File: src/rtl/board_mem_arbiter_if.sv
// Request/grant/response bundle between the board draw path, the game logic,
// the cell RAM and board_mem_arbiter.
interface board_mem_arbiter_if #(
  parameter int ADDR_W = 9,
  parameter int DATA_W = 4
);
  logic              draw_req;
  logic [ADDR_W-1:0] draw_addr;
  logic              draw_gnt;
  logic [DATA_W-1:0] draw_rdata;
  logic              draw_rvalid;

  logic              lg_req;
  logic              lg_we;
  logic [ADDR_W-1:0] lg_addr;
  logic [DATA_W-1:0] lg_wdata;
  logic              lg_gnt;
  logic [DATA_W-1:0] lg_rdata;
  logic              lg_rvalid;

  logic              mem_en;
  logic              mem_we;
  logic [ADDR_W-1:0] mem_addr;
  logic [DATA_W-1:0] mem_wdata;
  logic [DATA_W-1:0] mem_rdata;

  // Arbiter side.
  modport slave (
    input  draw_req, draw_addr, lg_req, lg_we, lg_addr, lg_wdata, mem_rdata,
    output draw_gnt, draw_rdata, draw_rvalid, lg_gnt, lg_rdata, lg_rvalid,
           mem_en, mem_we, mem_addr, mem_wdata
  );

  // Requesters and RAM side.
  modport master (
    output draw_req, draw_addr, lg_req, lg_we, lg_addr, lg_wdata, mem_rdata,
    input  draw_gnt, draw_rdata, draw_rvalid, lg_gnt, lg_rdata, lg_rvalid,
           mem_en, mem_we, mem_addr, mem_wdata
  );
endinterface

File: src/rtl/board_mem_arbiter.sv
// Video-phase arbiter for the single-port board cell RAM (draw vs game logic).
// Define BOARD_ARB_STARVE_EN to bound the logic requester's wait to MAX_WAIT+1 cycles.
module board_mem_arbiter #(
  parameter int ADDR_W   = 9,
  parameter int DATA_W   = 4,
  parameter int MAX_WAIT = 16
) (
  input  logic                 clk,
  input  logic                 rst,
  input  logic                 vblnk,
  board_mem_arbiter_if.slave   bus
);

  typedef enum logic [1:0] {
    S_VIDEO = 2'd0,
    S_BLANK = 2'd1
`ifdef BOARD_ARB_STARVE_EN
    , S_FORCE = 2'd2
`endif
  } state_t;

  typedef struct packed {
    logic valid;
    logic owner;
  } tag_t;

  localparam logic OWN_DRAW = 1'b0;
  localparam logic OWN_LG   = 1'b1;

  if (MAX_WAIT < 1) begin : g_bad_cfg
    $error("board_mem_arbiter: MAX_WAIT must be at least 1");
  end

  state_t            state;
  state_t            state_nxt;
  logic              vblnk_q;
  logic              draw_gnt;
  logic              lg_gnt;

  logic              mem_en;
  logic              mem_we;
  logic [ADDR_W-1:0] mem_addr;
  logic [DATA_W-1:0] mem_wdata;
  tag_t              tag_s1;
  tag_t              tag_s2;

  logic              draw_rvalid;
  logic [DATA_W-1:0] draw_rdata;
  logic              lg_rvalid;
  logic [DATA_W-1:0] lg_rdata;

`ifdef BOARD_ARB_STARVE_EN
  localparam int              WAIT_W   = $clog2(MAX_WAIT + 1);
  localparam logic [WAIT_W-1:0] WAIT_MAX = WAIT_W'(MAX_WAIT);
  logic [WAIT_W-1:0] wait_cnt;
`endif

  // Grants are masked during reset so every output reads 0 while rst is high.
  always_comb begin
    // NOTE: defaults first so no path through the case leaves a grant unassigned (no latch).
    draw_gnt = 1'b0;
    lg_gnt   = 1'b0;
    if (!rst) begin
      case (state)
        S_VIDEO: begin
          draw_gnt = bus.draw_req;
          lg_gnt   = bus.lg_req & ~bus.draw_req;
        end
        S_BLANK: begin
          lg_gnt   = bus.lg_req;
          draw_gnt = bus.draw_req & ~bus.lg_req;
        end
`ifdef BOARD_ARB_STARVE_EN
        S_FORCE: begin
          lg_gnt   = bus.lg_req;
        end
`endif
        default: begin
          draw_gnt = 1'b0;
          lg_gnt   = 1'b0;
        end
      endcase
    end
  end

  always_comb begin
    state_nxt = state;
    case (state)
      S_VIDEO: begin
        if (vblnk_q) begin
          state_nxt = S_BLANK;
        end
`ifdef BOARD_ARB_STARVE_EN
        else if (wait_cnt == WAIT_MAX) begin
          state_nxt = S_FORCE;
        end
`endif
      end
      S_BLANK: begin
        if (!vblnk_q) state_nxt = S_VIDEO;
      end
`ifdef BOARD_ARB_STARVE_EN
      S_FORCE: state_nxt = vblnk_q ? S_BLANK : S_VIDEO;
`endif
      default: state_nxt = S_VIDEO;
    endcase
  end

  always_ff @(posedge clk or posedge rst) begin
    if (rst) begin
      state       <= S_VIDEO;
      vblnk_q     <= 1'b0;
      mem_en      <= 1'b0;
      mem_we      <= 1'b0;
      mem_addr    <= '0;
      mem_wdata   <= '0;
      tag_s1      <= '0;
      tag_s2      <= '0;
      draw_rvalid <= 1'b0;
      draw_rdata  <= '0;
      lg_rvalid   <= 1'b0;
      lg_rdata    <= '0;
`ifdef BOARD_ARB_STARVE_EN
      wait_cnt    <= '0;
`endif
    end else begin
      // NOTE: non-blocking assignments so every stage samples the pre-edge value of the one before it.
      state   <= state_nxt;
      vblnk_q <= vblnk;

      mem_en <= draw_gnt | lg_gnt;
      mem_we <= lg_gnt & bus.lg_we;
      if (draw_gnt) begin
        mem_addr <= bus.draw_addr;
      end else if (lg_gnt) begin
        mem_addr  <= bus.lg_addr;
        mem_wdata <= bus.lg_wdata;
      end

      // Only reads are tagged valid, so writes never produce a response.
      tag_s1.valid <= draw_gnt | (lg_gnt & ~bus.lg_we);
      tag_s1.owner <= lg_gnt ? OWN_LG : OWN_DRAW;
      tag_s2       <= tag_s1;

      draw_rvalid <= tag_s2.valid & (tag_s2.owner == OWN_DRAW);
      lg_rvalid   <= tag_s2.valid & (tag_s2.owner == OWN_LG);
      if (tag_s2.valid && tag_s2.owner == OWN_DRAW) draw_rdata <= bus.mem_rdata;
      if (tag_s2.valid && tag_s2.owner == OWN_LG)   lg_rdata   <= bus.mem_rdata;

`ifdef BOARD_ARB_STARVE_EN
      if (!bus.lg_req || lg_gnt) begin
        wait_cnt <= '0;
      end else if (wait_cnt != WAIT_MAX) begin
        wait_cnt <= wait_cnt + 1'b1;
      end
`endif
    end
  end

  assign bus.draw_gnt    = draw_gnt;
  assign bus.lg_gnt      = lg_gnt;
  assign bus.mem_en      = mem_en;
  assign bus.mem_we      = mem_we;
  assign bus.mem_addr    = mem_addr;
  assign bus.mem_wdata   = mem_wdata;
  assign bus.draw_rvalid = draw_rvalid;
  assign bus.draw_rdata  = draw_rdata;
  assign bus.lg_rvalid   = lg_rvalid;
  assign bus.lg_rdata    = lg_rdata;

endmodule

File: src/flat_wrapper.sv
// flat-port wrapper written by rule: the top's interface ports become plain ports
module board_mem_arbiter_flat 
#(
  parameter int ADDR_W   = 9,
  parameter int DATA_W   = 4,
  parameter int MAX_WAIT = 16
)
  (clk, rst, vblnk, bus_draw_req, bus_draw_addr, bus_lg_req, bus_lg_we, bus_lg_addr, bus_lg_wdata, bus_mem_rdata, bus_draw_gnt, bus_draw_rdata, bus_draw_rvalid, bus_lg_gnt, bus_lg_rdata, bus_lg_rvalid, bus_mem_en, bus_mem_we, bus_mem_addr, bus_mem_wdata);
  board_mem_arbiter_if #(.ADDR_W(ADDR_W), .DATA_W(DATA_W)) bus_i ();
  input  logic clk;
  input  logic rst;
  input  logic vblnk;
  input wire logic [$bits(bus_i.draw_req)-1:0] bus_draw_req;
  input wire logic [$bits(bus_i.draw_addr)-1:0] bus_draw_addr;
  input wire logic [$bits(bus_i.lg_req)-1:0] bus_lg_req;
  input wire logic [$bits(bus_i.lg_we)-1:0] bus_lg_we;
  input wire logic [$bits(bus_i.lg_addr)-1:0] bus_lg_addr;
  input wire logic [$bits(bus_i.lg_wdata)-1:0] bus_lg_wdata;
  input wire logic [$bits(bus_i.mem_rdata)-1:0] bus_mem_rdata;
  output wire logic [$bits(bus_i.draw_gnt)-1:0] bus_draw_gnt;
  output wire logic [$bits(bus_i.draw_rdata)-1:0] bus_draw_rdata;
  output wire logic [$bits(bus_i.draw_rvalid)-1:0] bus_draw_rvalid;
  output wire logic [$bits(bus_i.lg_gnt)-1:0] bus_lg_gnt;
  output wire logic [$bits(bus_i.lg_rdata)-1:0] bus_lg_rdata;
  output wire logic [$bits(bus_i.lg_rvalid)-1:0] bus_lg_rvalid;
  output wire logic [$bits(bus_i.mem_en)-1:0] bus_mem_en;
  output wire logic [$bits(bus_i.mem_we)-1:0] bus_mem_we;
  output wire logic [$bits(bus_i.mem_addr)-1:0] bus_mem_addr;
  output wire logic [$bits(bus_i.mem_wdata)-1:0] bus_mem_wdata;
  assign bus_i.draw_req = bus_draw_req;
  assign bus_i.draw_addr = bus_draw_addr;
  assign bus_i.lg_req = bus_lg_req;
  assign bus_i.lg_we = bus_lg_we;
  assign bus_i.lg_addr = bus_lg_addr;
  assign bus_i.lg_wdata = bus_lg_wdata;
  assign bus_i.mem_rdata = bus_mem_rdata;
  assign bus_draw_gnt = bus_i.draw_gnt;
  assign bus_draw_rdata = bus_i.draw_rdata;
  assign bus_draw_rvalid = bus_i.draw_rvalid;
  assign bus_lg_gnt = bus_i.lg_gnt;
  assign bus_lg_rdata = bus_i.lg_rdata;
  assign bus_lg_rvalid = bus_i.lg_rvalid;
  assign bus_mem_en = bus_i.mem_en;
  assign bus_mem_we = bus_i.mem_we;
  assign bus_mem_addr = bus_i.mem_addr;
  assign bus_mem_wdata = bus_i.mem_wdata;
  board_mem_arbiter #(.ADDR_W(ADDR_W), .DATA_W(DATA_W), .MAX_WAIT(MAX_WAIT)) u_core (.clk(clk), .rst(rst), .vblnk(vblnk), .bus(bus_i));
endmodule
File: config.mk
export PLATFORM = sky130hd
export DESIGN_NAME = board_mem_arbiter_flat
export DESIGN_NICKNAME = d
export VERILOG_FILES = /design/src/rtl/board_mem_arbiter_if.sv /design/src/rtl/board_mem_arbiter.sv /design/src/flat_wrapper.sv
export SDC_FILE = /design/constraint.sdc
export NUM_CORES = 1
export LEC_CHECK = 0
export BUFFER_PORTS_ARGS = -buffer_cell sky130_fd_sc_hd__buf_2
export CORE_ASPECT_RATIO = 0.75
export CORE_MARGIN = 8
export CORE_UTILIZATION = 45
export DETAILED_ROUTE_END_ITERATION = 8
export HOLD_SLACK_MARGIN = 0.1
export PLACE_DENSITY = 0.78
export SLEW_MARGIN = 20
export SYNTH_ARGS = -nofsm -noshare
export SYNTH_HDL_FRONTEND = slang
export SYNTH_SLANG_ARGS = --single-unit
File: constraint.sdc
create_clock -name clk -period 1.5 [get_ports clk]
set_input_delay 0 -clock clk [delete_from_list [all_inputs] [get_ports clk]]
set_output_delay 0 -clock clk [all_outputs]
set_load 0.02 [all_outputs]
## Word-level counts from Yosys, hierarchy flattened

Cells that the tools add are included.

- Register bits after elaboration: 32
- Latch bits: 0
- RAM bits: 0
- Memory bits (read-only): 0
- Input bits: 32
- Output and inout bits: 27
- Word-level logic and storage cells: 46
- Memories kept: 0

- Add/subtract/negate cells: 0
- Multipliers: 0
- Divide/modulo/power cells: 0
- Order comparisons: 0
- Equal/unequal tests: 3
- Shift-type cells: 0
- Mux-type cells: 10
- Bitwise operators: 13
- Reduce and logical (&&, ||, !) cells: 6

Operators with widths:

| cell | count |
|---|---|
| 2-to-1 mux 9 bit | 2 |
| AND 1 bit | 6 |
| NOT 1 bit | 5 |
| 2-to-1 mux 2 bit | 2 |
| case mux 1 bit (2 select lines) | 2 |
| case mux 2 bit (2 select lines) | 1 |
| AND reduction 2 bit | 2 |
| 2-to-1 mux 1 bit | 3 |
| == test 2 x 1 -> 1 bit (second input constant) | 1 |
| logical AND 1 bit | 2 |
| zero test 2 bit | 1 |
| != test 2 x 1 -> 1 bit (second input constant) | 1 |
| != test 2 bit (second input constant) | 1 |
| OR 1 bit | 2 |
| nonzero test 2 bit | 1 |

## Longest topological paths before layout

Gate-level depths: netlist of run 1.

- Depth in word-level cells: 6
- Gate-level depth with buffers: 4
- Gate-level depth less buffers: 3

## Worst setup path before layout of run 1

No wires, ideal clock.

- Kind: input-to-reg
- From: in rst
- To: reg u_core.mem_wdata[0], in the netlist u_core.bus.mem_wdata[0]
- Library setup time: 0.128 ns
- Arrival: 1.461 ns
- Required time: 1.372 ns
- Setup slack: -0.088 ns
- Cell stages on the path: 4
- Buffers on the path: 1
- Cell sequence: inv_1 > and3_1 > buf_2 > mux2_1

- Elaborated cells on any way between the ends: 4
- Classes of those cells: mux: 2; bitwise: 1; reduce/logical: 1

RTL lines:

| item | line | text |
|---|---|---|
| start: declaration | flat_wrapper.sv:11 | `input logic rst;` |
| 2-to-1 mux 1 bit | board_mem_arbiter.sv:63 | `if (!rst) begin` |
| named net bus_lg_gnt | flat_wrapper.sv:23 | `output wire logic [$bits(bus_i.lg_gnt)-1:0] bus_lg_gnt;` |
| AND reduction 2 bit (no line) | n/a |  |
| end signal: assignment | board_mem_arbiter.sv:137 | `mem_wdata <= bus.lg_wdata;` |
| end: declaration | board_mem_arbiter.sv:43 | `logic [DATA_W-1:0] mem_wdata;` |

The timed path passes the listed nets, and every way through them passes these cells.
A chain may end at the register's enable or synchronous reset.

## Final worst setup path of run 1

- From: reg u_core.state[0]
- To: reg u_core.mem_addr[0], in the netlist u_core.bus.mem_addr[0]

- Longest elaborated chain between the ends: 4
- Elaborated cells on any way between the ends: 8
- Classes of those cells: eq/ne: 1; mux: 5; reduce/logical: 2

Ends and longest elaborated chain:

| item | line | text |
|---|---|---|
| start: declaration | board_mem_arbiter.sv:34 | `state_t state;` |
| start signal: assignment | board_mem_arbiter.sv:128 | `state <= state_nxt;` |
| == test 2 x 1 -> 1 bit / zero test 2 bit (equally long branches) | board_mem_arbiter.sv:64 | `case (state)` |
| case mux 1 bit (2 select lines) | board_mem_arbiter.sv:64 |  |
| 2-to-1 mux 1 bit | board_mem_arbiter.sv:63 |  |
| 2-to-1 mux 9 bit / nonzero test 2 bit (equally long branches) | n/a |  |
| end signal: assignment | board_mem_arbiter.sv:134 | `mem_addr <= bus.draw_addr;` |
| end signal: assignment | board_mem_arbiter.sv:136 | `mem_addr <= bus.lg_addr;` |
| end: declaration | board_mem_arbiter.sv:42 | `logic [ADDR_W-1:0] mem_addr;` |

Several ways; a longest one is shown, not always the timed one.

==> results.md, run 1 <==
- Status: finished, final reports clean
- CTS Hold Bufs: 28
- Total Routed Length: 3220 µm
- Final core utilization: 73.9%
- Post-synthesis sequential area ratio: 61.6%
- Final hold violations: 0
- Crit path cell chain: and2_4 -> or3b_1 -> a31oi_1
- Clk slew on worst S/H paths: 60 ps
- GP Congestion: 0.740
- RSZ-0062 raised after global routing: false
- Final instance area: 1950 µm²
- Die W: 77.1 µm
- Final nets: 218
- Die H: 61.8 µm
- Tmin final: 1320 ps
- Flops & latches, synth: 31
- Fin Setup TNS: 0 ps
- Clock Skews: 5.25 ps
- Synth warn: 0
- Syn Inst Count: 101
- Worst Hold Class: input port to flop
- DP Area: 1560 µm²
- Placement row count: 16
- Max Clk Rate: 0.757 GHz
- Clock sink count: 31
- Crit Path Class: flop to flop
- Final hold slack: 117 ps
- Largest net degree at the start of global routing: 32
- Port-buffer cells: 58
- Post-route ant nets: 0
- Leak: 0.941 nW
- Worst hold start: bus_draw_addr[8]
- Final HPWL DP: 2210 µm
- Num ports: 59
- Synth area leader: dfrtp_1
- DR iter-0 viols: 57
- Worst Setup End Kind: flop
- Startpoint Class: flop
- Maxcap violations: 0
- Routed via count: 1,060
- Syn Nets: 133
- Critical Path AT: 1510 ps
- Top delay family on crit path: simple AND/OR/NAND/NOR gates
- Share of the synthesized area in the top cell type: 61.6%
- Mean Syn Cell Area: 12.5 µm²
- Worst VDD drop: 0.881 mV
- Share of layout cells above drive strength 1: 40.1%
- CTS tree: yes
- Pwr/cell area: 1220 nW/µm²
- CTS resizes: 0
- Critical Path RT: 1690 ps
- Reg-to-Reg Start: u_core.state[0]
- Initial antenna violation count: 0
- Largest cells by area after synthesis: dfrtp_1 62%, mux2_1 7.1%, or3b_1 6.3%, a31oi_1 4.5%, o21ai_1 4.0%
- Worst rel slew slack: 72.6%
- Grt ovf: 0
- Clock latency on the worst-skew pair: 280 ps
- Number of global-route vias before repair: 1,151
- Total Routing Usage GR: 14.4%
- Drt pass-1 iters: 7
- Setup crit start: u_core.state[0]
- Final setup viols: 0
- Period utilization: 88.1%
- CTS root buffer: clkbuf_8
- Netlist Area Pre-Place: 1260 µm²
- Critical path's largest stage delay: 410 ps
- N_diodes: 0
- Die area: 4770 µm²
- Distinct cells, synth: 19
- Num CTS Buffers: 5
- WP buf/inv: 0
- Core area: 2640 µm²
- Clk buf depth: 2
- First-pass GRT wire length: 5260 µm
- Max Slew Vio Count: 0
- Worst Tran Pin Value: 410 ps
- Worst path slowest cell: or3b_1
- H-tree levels: 2
- Area delta synth->final: 55.0%
- DR DRC count: 0
- Peak fanout along the critical path: 20
- Initial Util: 47.7%
- Routed vias/inst: 4.75
- Routed WL per cell: 14.4 µm
- Tot Pwr: 2.38 mW
- Setup bufs post-CTS: 0
==> layout by cell type, fill, tap and decap left out, types with 2 or more instances in the layout <==
master,netlist,final
mux2_1,8,8
dlygate4sd3_1,0,28
dfrtp_1,31,31
clkbuf_8,0,6
mux2_2,4,4
a31oi_1,9,9
o21ai_1,10,10
buf_2,2,58
or3b_1,9,9
nor2_1,10,10
and2_1,2,2
==> Yosys cell counts (all sizes together) <==
master / number
a31oi: 9
and2: 3
and3: 1
buf: 4
clkbuf: 5
dfrtp: 31
inv: 2
mux2: 12
nand2: 1
nand2b: 2
nor2: 10
nor2b: 1
o21ai: 10
o21ba: 1
or3b: 9
==> cell families (layout without fill, tap and decap cells) <==
kind of cell	count (synthesis)	count (layout)	synth area share, %
AO/OA/AOI/OAI	20	20	9.24
buffers and inverters	11	97	4.67
flip-flops	31	31	61.6
multiplexers	12	12	10.7
AND/OR/NAND/NOR	27	27	13.8
==> final timing paths <==
path,to,slack [ps],cells past startpoint
max in group asynchronous,u_core.bus.mem_addr[3],850,4
hold / removal,u_core.bus.mem_addr[8],120,3
min in group asynchronous,u_core.bus.draw_rdata[3],380,4
hold reg to reg,u_core.tag_s2[0],350,0
setup reg to reg,u_core.bus.mem_addr[0],180,3
setup / recovery,u_core.bus.mem_addr[0],180,3
==> layer usage <==
metal,global-route usage [%],share of wire (%)
met3,8.33,9.1
met1,14.0,39
met4,3.21,0.62
met2,26.5,51
met5,0,0
==> power by group <==
group / internal [mW] / total [mW] / switching [mW]
clock: 0.536 / 0.827 / 0.291
combinational: 0.237 / 0.540 / 0.303
sequential: 0.954 / 1.01 / 0.0548
==> registers in the layout, indices dropped and copies added, names as in the netlist, 2 cells and up <==
register and count:
u_core.tag_s2 2, u_core.tag_s1 2, u_core.bus.draw_rdata 4, u_core.bus.mem_addr 9, u_core.bus.mem_wdata 4, u_core.bus.lg_rdata 4
==> area by class of cell <==
type                            instances  area [µm²]
Timing Repair Buffer                   87         578
Clock buffer                            6        82.6
Sequential cell                        31         776
Tap cell                               36        45.0
Clock inverter                          2        35.0
Fill cell                             193         689
Inverter                                2        11.3
Multi-Input combinational cell         59         425
==> stage by stage <==
stage,setup WS [ps],cells
3_5_place_dp,241,187
5_1_grt,137,223
6_report,178,223
2_1_floorplan,104,101
3_3_place_gp,291,187
4_1_cts,213,223
==> worst reg2reg max path, cell delays in order (launching register included) <==
cell and delay [ps]:
dfrtp_1 380, and2_4 230, or3b_1 410, a31oi_1 210
No activity file was read; power rests on OpenSTA's default activity.
==> run 2: changes to the inputs <==
CORE_MARGIN = not set   (was 8)
==> run 2 against run 1 <==
- utilization decreased by 1.1 points
- final cell count decreased by 0.45%
- global-route usage increased by 8.3 points
- clock power decreased by 23%
- non-clock buffer count unchanged
- final area decreased by 1.5%
- critical path depth increased by 2
- largest power group unchanged
==> results.md, run 2 (same netlist as run 1, synthesis figures left out) <==
- Status: finished, final reports clean
- Peak fanout along the critical path: 20
- Die H: 47.8 µm
- Pwr/cell area: 1140 nW/µm²
- Placement row count: 16
- Max Clk Rate: 0.777 GHz
- GP Congestion: 0.796
- Num ports: 59
- Final hold slack: 112 ps
- Clock latency on the worst-skew pair: 270 ps
- Max reg flops: 9
- Area delta synth->final: 52.6%
- Initial Util: 47.7%
- N_diodes: 0
- Routed vias/inst: 5.01
- Most common cell after layout, fill and taps aside: buf_2
- Die area: 3020 µm²
- CTS tree: yes
- DR DRC count: 0
- Total Routing Usage GR: 22.7%
- Critical path's largest stage delay: 530 ps
- Crit path cell chain: dlygate4sd3_1 -> buf_2 -> nand2b_4 -> or3b_1 -> a31oi_1
- WP buf/inv: 2
- CTS resizes: 0
- Register area: 776 µm²
- Clock share of power: 29.0%
- Logic pwr share: 24.7%
- Routed via count: 1,113
- Worst Setup End Kind: flop
- Final hold violations: 0
- Top reg by flops: u_core.bus.mem_addr
- Leak: 0.927 nW
- Top delay family on crit path: buffers and inverters
- Routed WL per cell: 13.9 µm
- Most frequent cells in the layout: 58 x buf_2, 31 x dfrtp_1, 28 x dlygate4sd3_1
- Worst Hold Class: input port to flop
- Fillers: 208
- Critical Path AT: 1480 ps
- Final setup viols: 0
- Fin Setup TNS: 0 ps
- Die W: 63.1 µm
- Area occupied by multi-input gates: 425 µm²
- Post-route ant nets: 0
- Final nets: 218
- Initial antenna violation count: 0
- CTS root buffer: clkbuf_8
- Clk slew on worst S/H paths: 60 ps
- H-tree levels: 2
- Drt pass-1 iters: 5
- Crit Path Class: input port to flop
- Worst rel slew slack: 70.3%
- Worst Tran Pin Value: 445 ps
- First-pass GRT wire length: 4910 µm
- Switching share of power: 29.1%
- Psw: 636 µW
- RSZ-0062 raised after global routing: false
- Tmin final: 1290 ps
- Port-buffer cells: 58
- Core area: 2640 µm²
- Worst path slowest cell: dlygate4sd3_1
- Number of global-route vias before repair: 1,113
- Maxcap violations: 0
- Total Routed Length: 3080 µm
- Worst VDD drop: 0.762 mV
- Clock Skews: 1.99 ps
- CTS Hold Bufs: 28
- Sequential Power Share: 46.3%
- Share of layout cells above drive strength 1: 39.8%
- Largest net degree at the start of global routing: 32
- Clk buf depth: 2
- Max Slew Vio Count: 0
- DR iter-0 viols: 38
- Grt ovf: 0
- Setup bufs post-CTS: 0
- Period utilization: 85.8%
- Num CTS Buffers: 5
- Clock sink count: 31
- Critical Path RT: 1690 ps
- Startpoint Class: input port
- P_int: 1.55 mW
[run 2: cell count changes in the layout (fill, tap and decap cells not counted), sizes merged]
cell    delta
bufinv     -1
[run 2: final timing paths]
kind	cells after the start	from	endpoint	slack (ps)
min	3	bus_draw_addr[2]	u_core.bus.mem_addr[2]	110
max reg2reg	3	u_core.state[0]	u_core.bus.mem_addr[1]	220
max in group asynchronous	4	rst	u_core.bus.lg_rdata[2]	820
min reg2reg	0	u_core.tag_s1[1]	u_core.tag_s2[1]	350
max	5	rst	u_core.bus.mem_addr[1]	210
min in group asynchronous	4	rst	u_core.bus.mem_addr[0]	400
[run 2: worst min-delay path: stages]
cell	delay, ps
buf_2	100
or3b_1	160
a31oi_1	80
[run 2: stage by stage]
| stage | worst slack [ps] | std cells | power [mW] | utilization, % | cell area (µm²) |
|---|---|---|---|---|---|
| finish | 213 | 222 | 2.19 | 72.8 | 1920 |
| global route | 166 | 222 | 2.30 | 72.8 | 1920 |
| CTS | 229 | 222 | 2.20 | 72.8 | 1920 |
| detailed placement | 248 | 187 | 1.51 | 58.9 | 1560 |
| global placement | 282 | 187 | 1.48 | 58.9 | 1560 |
| floorplan | 104 | 101 | 1.32 | - | 1260 |
[run 2: layer usage]
layer	routed length [µm]	vias to the layer above	share of wire, %	global-route usage (%)
li1	-	517	-	-
met1	1220	545	40	23.8
met2	1670	41	54	43.4
met3	126	10	4.1	7.14
met4	70	0	2.3	11.6
met5	0	-	0	0
[run 2: power groups by stage]
| stage | clock (mW) | sequential, mW | combinational, mW |
|---|---|---|---|
| after CTS | 0.654 | 1.01 | 0.536 |
| after global routing | 0.688 | 1.03 | 0.580 |
| after global placement | 0 | 1.02 | 0.467 |
| after detailed placement | 0 | 1.03 | 0.480 |
| final | 0.634 | 1.01 | 0.540 |
| after floorplan | 0 | 1.16 | 0.161 |
[run 2: final cells by class]
| class | instances | area share, % |
|---|---|---|
| Clock buffer | 6 | 4.29 |
| Clock inverter | 1 | 0.260 |
| Inverter | 2 | 0.586 |
| Multi-Input combinational cell | 59 | 22.1 |
| Sequential cell | 31 | 40.3 |
| Tap cell | 36 | 2.34 |
| Timing Repair Buffer | 87 | 30.1 |
